[src/rtl/sonuc_toplayici_pkg.sv]
// Shared types and constants for the pipeline result collector.
// State encodings, default frame size and word widths.
package sonuc_toplayici_pkg;

   typedef enum logic [1:0] {
      BOSTA  = 2'd0,
      TOPLA  = 2'd1,
      BOSALT = 2'd2,
      BITTI  = 2'd3
   } durum_t;

   localparam int VARSAYILAN_GENISLIK  = 320;
   localparam int VARSAYILAN_YUKSEKLIK = 240;
   localparam int KELIME_GEN           = 32;
   localparam int FIFO_GIRDI_GEN       = 2 * KELIME_GEN;
   localparam int SAYAC_GEN            = 17;

   // Byte address of word k within the frame buffer.
   function automatic logic [KELIME_GEN-1:0] kelime_adresi(
      input logic [KELIME_GEN-1:0] taban,
      input logic [SAYAC_GEN-1:0]  idx
   );
      return taban + (32'(idx) * 32'd4);
   endfunction

endpackage

[src/rtl/sonuc_toplayici_kelime_fifo.sv]
// Synchronous word FIFO holding {address, data} pairs; a push into a full
// FIFO is accepted only when a pop happens on the same edge.
module kelime_fifo
   import sonuc_toplayici_pkg::*;
#(
   parameter int DERINLIK = 8,
   parameter int GEN      = FIFO_GIRDI_GEN
) (
   input  logic           i_clk,
   input  logic           i_rstn,
   input  logic           i_temizle,
   input  logic           i_yaz,
   input  logic           i_oku,
   input  logic [GEN-1:0] i_veri,
   output logic [GEN-1:0] o_veri,
   output logic           o_dolu,
   output logic           o_bos
);

   localparam int AW = $clog2(DERINLIK);

   logic [GEN-1:0] r_bellek [DERINLIK];
   logic [AW-1:0]  r_yaz_ptr;
   logic [AW-1:0]  r_oku_ptr;
   logic [AW:0]    r_sayi;
   logic           w_yaz;
   logic           w_oku;

   assign o_bos  = (r_sayi == '0);
   assign o_dolu = (r_sayi == (AW+1)'(DERINLIK));
   assign w_oku  = i_oku && !o_bos;
   assign w_yaz  = i_yaz && (!o_dolu || w_oku);
   assign o_veri = r_bellek[r_oku_ptr];

   // Pointer and occupancy bookkeeping
   always_ff @(posedge i_clk or negedge i_rstn) begin
      if (!i_rstn) begin
         r_yaz_ptr <= '0;
         r_oku_ptr <= '0;
         r_sayi    <= '0;
      end else if (i_temizle) begin
         r_yaz_ptr <= '0;
         r_oku_ptr <= '0;
         r_sayi    <= '0;
      end else begin
         if (w_yaz) r_yaz_ptr <= r_yaz_ptr + AW'(1'b1);
         if (w_oku) r_oku_ptr <= r_oku_ptr + AW'(1'b1);
         case ({w_yaz, w_oku})
            2'b10:   r_sayi <= r_sayi + (AW+1)'(1'b1);
            2'b01:   r_sayi <= r_sayi - (AW+1)'(1'b1);
            default: r_sayi <= r_sayi;
         endcase
      end
   end

   // Storage array; contents are only meaningful below the occupancy count
   always_ff @(posedge i_clk) begin
      if (w_yaz) r_bellek[r_yaz_ptr] <= i_veri;
   end

endmodule

[src/rtl/sonuc_toplayici.sv]
// Pixel stream sink: packs 4 pixels per word and writes them to a frame buffer.
// Optional frame checksum output enabled by the TOPLAYICI_SAGLAMA_EN macro.
module sonuc_toplayici
   import sonuc_toplayici_pkg::*;
#(
   parameter int          GENISLIK      = VARSAYILAN_GENISLIK,
   parameter int          YUKSEKLIK     = VARSAYILAN_YUKSEKLIK,
   parameter int          FIFO_DERINLIK = 8,
   parameter logic [31:0] TABAN_ADRES   = 32'h0000_0000
) (
   input  logic                  clk_i,
   input  logic                  rstn_i,
   input  logic                  baslat_i,
   input  logic                  veri_etkin_i,
   input  logic [7:0]            veri_i,
   output logic                  bellek_istek_o,
   output logic [KELIME_GEN-1:0] bellek_adres_o,
   output logic [KELIME_GEN-1:0] bellek_veri_o,
   input  logic                  bellek_hazir_i,
   output logic                  cerceve_bitti_o,
   output logic                  tasma_o,
   output logic [SAYAC_GEN-1:0]  piksel_sayac_o
`ifdef TOPLAYICI_SAGLAMA_EN
   ,
   output logic [31:0]           saglama_o
`endif
);

   localparam logic [SAYAC_GEN-1:0] PIKSEL_SAYI = SAYAC_GEN'(GENISLIK * YUKSEKLIK);
   localparam logic [SAYAC_GEN-1:0] KELIME_SAYI = SAYAC_GEN'(GENISLIK * YUKSEKLIK / 4);

   durum_t                    r_durum;
   durum_t                    w_sonraki;
   logic [SAYAC_GEN-1:0]      r_sayac;
   logic [SAYAC_GEN-1:0]      r_kelime_idx;
   logic [1:0]                r_slot;
   logic [23:0]               r_paket;
   logic                      r_tasma;
   logic                      w_baslat;
   logic                      w_piksel_al;
   logic                      w_kelime_tamam;
   logic                      w_pop;
   logic                      w_push;
   logic                      w_dolu;
   logic                      w_bos;
   logic [FIFO_GIRDI_GEN-1:0] w_fifo_giris;
   logic [FIFO_GIRDI_GEN-1:0] w_fifo_cikis;

   assign w_baslat       = baslat_i && ((r_durum == BOSTA) || (r_durum == BITTI));
   assign w_piksel_al    = (r_durum == TOPLA) && veri_etkin_i;
   assign w_kelime_tamam = w_piksel_al && (r_slot == 2'd3);
   assign w_pop          = !w_bos && bellek_hazir_i;
   assign w_push         = w_kelime_tamam && (!w_dolu || w_pop);
   assign w_fifo_giris   = {kelime_adresi(TABAN_ADRES, r_kelime_idx), veri_i, r_paket};

   kelime_fifo #(
      .DERINLIK (FIFO_DERINLIK),
      .GEN      (FIFO_GIRDI_GEN)
   ) u_kelime_fifo (
      .i_clk     (clk_i),
      .i_rstn    (rstn_i),
      .i_temizle (w_baslat),
      .i_yaz     (w_push),
      .i_oku     (w_pop),
      .i_veri    (w_fifo_giris),
      .o_veri    (w_fifo_cikis),
      .o_dolu    (w_dolu),
      .o_bos     (w_bos)
   );

   // State register
   always_ff @(posedge clk_i or negedge rstn_i) begin
      if (!rstn_i) r_durum <= BOSTA;
      else         r_durum <= w_sonraki;
   end

   // Next-state logic; the last pixel moves straight to draining so no extra pixel slips in
   always_comb begin
      w_sonraki = r_durum;
      case (r_durum)
         BOSTA:   if (baslat_i) w_sonraki = TOPLA;  else w_sonraki = BOSTA;
         TOPLA:   if (w_piksel_al && (r_sayac == PIKSEL_SAYI - 17'd1)) w_sonraki = BOSALT;
                  else w_sonraki = TOPLA;
         BOSALT:  if (w_bos) w_sonraki = BITTI;     else w_sonraki = BOSALT;
         BITTI:   if (baslat_i) w_sonraki = TOPLA;  else w_sonraki = BITTI;
         default: w_sonraki = BOSTA;
      endcase
   end

   // Pixel counter, pack register, word index and overflow flag
   always_ff @(posedge clk_i or negedge rstn_i) begin
      if (!rstn_i) begin
         r_sayac      <= '0;
         r_kelime_idx <= '0;
         r_slot       <= 2'd0;
         r_paket      <= 24'd0;
         r_tasma      <= 1'b0;
      end else if (w_baslat) begin
         r_sayac      <= '0;
         r_kelime_idx <= '0;
         r_slot       <= 2'd0;
         r_paket      <= 24'd0;
         r_tasma      <= 1'b0;
      end else if (w_piksel_al) begin
         r_sayac <= r_sayac + 17'd1;
         r_slot  <= r_slot + 2'd1;
         case (r_slot)
            2'd0:    r_paket[7:0]   <= veri_i;
            2'd1:    r_paket[15:8]  <= veri_i;
            2'd2:    r_paket[23:16] <= veri_i;
            default: r_paket        <= r_paket;
         endcase
         // A dropped word still takes its address slot
         if (w_kelime_tamam) begin
            if (r_kelime_idx == KELIME_SAYI - 17'd1) r_kelime_idx <= '0;
            else                                      r_kelime_idx <= r_kelime_idx + 17'd1;
            r_tasma <= r_tasma | (w_dolu && !w_pop);
         end
      end
   end

`ifdef TOPLAYICI_SAGLAMA_EN
   logic [31:0] r_saglama;

   // Running sum of accepted pixels
   always_ff @(posedge clk_i or negedge rstn_i) begin
      if (!rstn_i)          r_saglama <= 32'd0;
      else if (w_baslat)    r_saglama <= 32'd0;
      else if (w_piksel_al) r_saglama <= r_saglama + 32'(veri_i);
   end

   assign saglama_o = r_saglama;
`endif

   assign bellek_istek_o  = !w_bos;
   assign bellek_adres_o  = w_bos ? TABAN_ADRES : w_fifo_cikis[63:32];
   assign bellek_veri_o   = w_bos ? 32'd0 : w_fifo_cikis[31:0];
   assign cerceve_bitti_o = (r_durum == BITTI);
   assign tasma_o         = r_tasma;
   assign piksel_sayac_o  = r_sayac;

endmodule

[config.mk]
export PLATFORM = sky130hd
export DESIGN_NAME = sonuc_toplayici
export DESIGN_NICKNAME = d
export VERILOG_FILES = /design/src/rtl/sonuc_toplayici_pkg.sv /design/src/rtl/sonuc_toplayici_kelime_fifo.sv /design/src/rtl/sonuc_toplayici.sv
export SDC_FILE = /design/constraint.sdc
export NUM_CORES = 1
export LEC_CHECK = 0
export BUFFER_PORTS_ARGS = -buffer_cell sky130_fd_sc_hd__buf_2
export CORE_UTILIZATION = 55
export CTS_CLUSTER_DIAMETER = 80
export DETAILED_ROUTE_END_ITERATION = 6
export PLACE_DENSITY = 0.75
export SLEW_MARGIN = 5
export SYNTH_ARGS = -nofsm -noshare
export SYNTH_HDL_FRONTEND = slang
export SYNTH_SLANG_ARGS = --single-unit
[constraint.sdc]
create_clock -name clk_i -period 21.2 [get_ports clk_i]
set_clock_uncertainty 0.2 [all_clocks]
set_input_delay 2.12 -clock clk_i [delete_from_list [all_inputs] [get_ports clk_i]]
set_output_delay 2.12 -clock clk_i [all_outputs]
set_load 0.005 [all_outputs]
==> results.txt <==
- Setup total negative slack on the finished layout was measured at 0 ps.
* Worst-case headroom to the max-slew limit: 22.9%
- The region available for standard cell placement spans 0.0334 mm².
- RSZ-0062 raised after global routing: no
- The flow ran to the end, and the final reports show no timing, DRC or antenna violations.
* Number of instances resized during post-cts repair: 0
* Commonest cells after routing, fill and taps aside: sky130_fd_sc_hd__edfxtp_1, sky130_fd_sc_hd__mux4_2, sky130_fd_sc_hd__buf_2, sky130_fd_sc_hd__nor2_1, sky130_fd_sc_hd__dfrtp_1
- Number of setup violations in the final report: 0
- Fin nets: 1,164
- VDD sags by at most slightly below 0.1 mV.
- After synthesis the cells add up to 0.0187 mm².
- Count of buffers inserted at the top-level ports: 81
* TritonCTS clock tree: yes
- First-pass iteration count of the detailed router: 7
* Clk buf depth: 3
- Along the worst hold path, the cell count comes to 1.
* Count of non-filler cells in the finished layout: 1,616
- Clock sink total: 465
* First-pass GRT wire length: between 50,000 and 60,000 µm
- Number of flops mapped to enable cells by yosys: approximately 400
- For hold timing, the worst endpoint is tasma_o.
- The highest layer touched by signal routing is met4.
- For this run the aggregate overflow at the end of global routing stands at 0.
- For this block, the routed nets add up to 36,400 µm of wire.
- After detailed routing, the number of remaining DRC violations is 0.
- The number of antenna violations at the first check in global routing came to 0.
* Reg clk slew, reported paths: 60 ps
- Summed over all nets, the half-perimeter wirelength after detailed placement is 18,800 µm.
* Total CTS buffers: 45
- Setup slack at placement: between 15,000 and 20,000 ps
* Worst reg-to-reg setup slack: 17,490 ps
- Global routing consumed, over all layers together, 22.1% of the routing resources.
- Summed over all nets, wire length on met3 after detailed routing comes to 1960 µm.
- Buffers added to address setup during post-CTS repair amount to 0.
- Dividing the detail-routed via count by the number of cells gives 5.93.
- In this run, placement finished with an instance count of 1,536.
* Largest net degree at the start of global routing: 74
- From synthesis to final layout, the design area changed by 12.2%.
- For the pin with the worst max-slew slack, the measured transition is 1150 ps.
- The worst setup path is of the reg2out kind.
- Worst reg2reg path startpoint: u_kelime_fifo.r_sayi[1]
* Number of nets with antenna violations after detailed routing: 0
- For the worst flop-to-flop path, the logic depth is 10.
- The worst setup path is launched from a flip-flop.
- Data on the critical path arrives at its endpoint at 3810 ps.
- 0 antenna diodes ended up in the layout.
* Detail-routed net length per standard cell: between 20 and 25 µm
- The number of hold violations in the final report is 0.
* Die area: 0.0347 mm²
* #FFs+latches synth: 465
- The worst hold path begins at tasma_o.
- Yosys printed 0 warnings.
* Max Clock Freq: 163 MHz
- First-iteration detailed-routing DRC count: 876
* Post-synthesis cell count: approximately 1,000
- The share of the Yosys chip area taken by registers is 72.9%.
- Max-cap violations in this run came to 0.
- The routed layout has 9,581 vias.
- In the post-route analysis, the smallest setup slack over all paths is about 15,000 ps.
- End of the worst register-to-register path: u_kelime_fifo.r_sayi[3]
- Worst-path maximum fanout: 53
- Count of different cell masters after synthesis: 48
- Share of synthesized registers carrying an async set or reset: about 16%
- The library cell used most frequently in the layout, excluding fill and tap cells, is sky130_fd_sc_hd__edfxtp_1.
* Kind of end point of the critical path: primary output
- Final max-slew violation count: 0
- Endpoint required time on the critical path: 18,880 ps
* Via count of the first global-routing pass: 9,728
* Final period util: 28.9%
- Fraction of final layout cells sized beyond drive strength 1: 23.2%
- Initial core utilization: 55.8%
- Cells fill 62.5% of the core in the end.
- For this design the static power due to leakage is roughly 7.5 nW.
* P per Cell Area: 127 mW/mm²
* Die Span X: 186 µm
- CTS root buffer: sky130_fd_sc_hd__clkbuf_16
* Leading register cell type out of synthesis: sky130_fd_sc_hd__edfxtp_1
- For the finished layout, the period the worst path requires is 6130 ps.
* Post-synthesis average cell area: 17.8 µm²
- The number of hold buffers added after CTS was 0.
- For the worst-skew pair, the clock arrives at the later sink with an insertion delay of 530 ps.
* Metal2 WL: 18,600 µm
- The detailed router put a total of 15,100 µm of wire on met1.
- Std cell rows: 67
- Y dimension of the die: 186 µm
- I/O pin cnt: between 90 and 100
* GPL Wtd Cong: 0.771
- The H-tree generated during clock tree synthesis spans 2 levels.
- In this run the worst hold path is classified as reg2reg.
## routing by layer
| layer | track usage [%] | up-vias |
|---|---|---|
| met4 | 5.38 | 0 |
| met5 | 0 | - |
| met1 | 30.7 | 4971 |
| met2 | 37.3 | 303 |
| li1 | - | 4253 |
| met3 | 3.17 | 54 |
## through the flow
step	hold slack [ps]	instance area (µm²)	total power [mW]
after floorplan	288	18700	1.70
after global placement	275	19500	1.92
after detailed placement	283	19500	1.94
after CTS	303	20900	2.69
after global routing	310	20900	2.80
final	301	20900	2.66
## where the power goes
group / internal, mW / switching [mW] / leakage (nW) / total, mW
Sequential: 1.13 / 0.153 / 4.61 / 1.28
Clock: 0.436 / 0.318 / 0.684 / 0.754
Combinational: 0.325 / 0.302 / 2.19 / 0.627
## worst max path at each step
stage	end	cells past startpoint	from	slack, ps
final	bellek_veri_o[20]	6	u_kelime_fifo.r_oku_ptr[0]	15070
after global placement	bellek_veri_o[20]	6	u_kelime_fifo.r_oku_ptr[0]	15490
after global routing	bellek_veri_o[20]	6	u_kelime_fifo.r_oku_ptr[0]	14720
after floorplan	u_kelime_fifo.r_bellek[0][0]	4	veri_etkin_i	13000
after detailed placement	bellek_veri_o[20]	6	u_kelime_fifo.r_oku_ptr[0]	15480
after CTS	bellek_veri_o[20]	6	u_kelime_fifo.r_oku_ptr[0]	14920
## critical path: stages (launching register included)
cell,delay (ps)
sky130_fd_sc_hd__dfrtp_4,640
sky130_fd_sc_hd__buf_4,900
sky130_fd_sc_hd__buf_4,670
sky130_fd_sc_hd__mux4_2,570
sky130_fd_sc_hd__mux2i_1,240
sky130_fd_sc_hd__nor2_1,90
sky130_fd_sc_hd__buf_2,150
## registers in the layout (all words and copies together), names as in the netlist
| signal | cells |
|---|---|
| r_kelime_idx | 17 |
| r_durum | 2 |
| r_slot | 2 |
| u_kelime_fifo.r_yaz_ptr | 3 |
| piksel_sayac_o | 17 |
| u_kelime_fifo.r_sayi | 4 |
| u_kelime_fifo.r_bellek | 392 |
| r_paket | 24 |
| tasma_o | 1 |
| u_kelime_fifo.r_oku_ptr | 3 |
## cell type report
type,instances,area [µm²]
sequential,465,13600
tap,448,561
clock buffer,63,1250
clock inverter,17,135
inverter,11,41.3
timing repair buffer,95,513
fill,2336,12500
multi-input combinational,517,4810
## synth_stat cells, types with 5 or more instances
cell type                  count  area (µm²)
sky130_fd_sc_hd__edfxtp_1    392       11800
sky130_fd_sc_hd__mux4_2       98        2210
sky130_fd_sc_hd__nor2_1       81         304
sky130_fd_sc_hd__dfrtp_1      73        1830
sky130_fd_sc_hd__nand2_1      60         225
sky130_fd_sc_hd__mux2i_1      55         551
sky130_fd_sc_hd__a21oi_1      38         190
sky130_fd_sc_hd__nand3_1      38         190
sky130_fd_sc_hd__clkbuf_1     35         131
sky130_fd_sc_hd__ha_1         16         200
sky130_fd_sc_hd__buf_4        15         113
sky130_fd_sc_hd__or3_1        13        81.3
sky130_fd_sc_hd__inv_1        11        41.3
sky130_fd_sc_hd__o21ai_0      11        55.1
sky130_fd_sc_hd__xor2_1       11        96.3
sky130_fd_sc_hd__xnor2_1      10        87.6
sky130_fd_sc_hd__buf_1         9        33.8
sky130_fd_sc_hd__buf_2         9        45.0
sky130_fd_sc_hd__nand4_1       9        56.3
sky130_fd_sc_hd__nor3_1        8        40.0
sky130_fd_sc_hd__nand2b_1      7        43.8
sky130_fd_sc_hd__nor4_1        6        37.5
sky130_fd_sc_hd__o211ai_1      5        37.5
sky130_fd_sc_hd__or4_1         5        37.5
## logic make-up after synthesis
logic type / synth area share, %
DFF: 72.9
and+or+nand+nor: 6.06
muxes: 14.8
buffers and inverters: 1.95
AOI/OAI and AO/OA: 2.21
xor gates and xnor gates: 0.986
adders and majority gates: 1.07
other: 0.0201
Note: power is estimated with default switching activity, not from simulation.
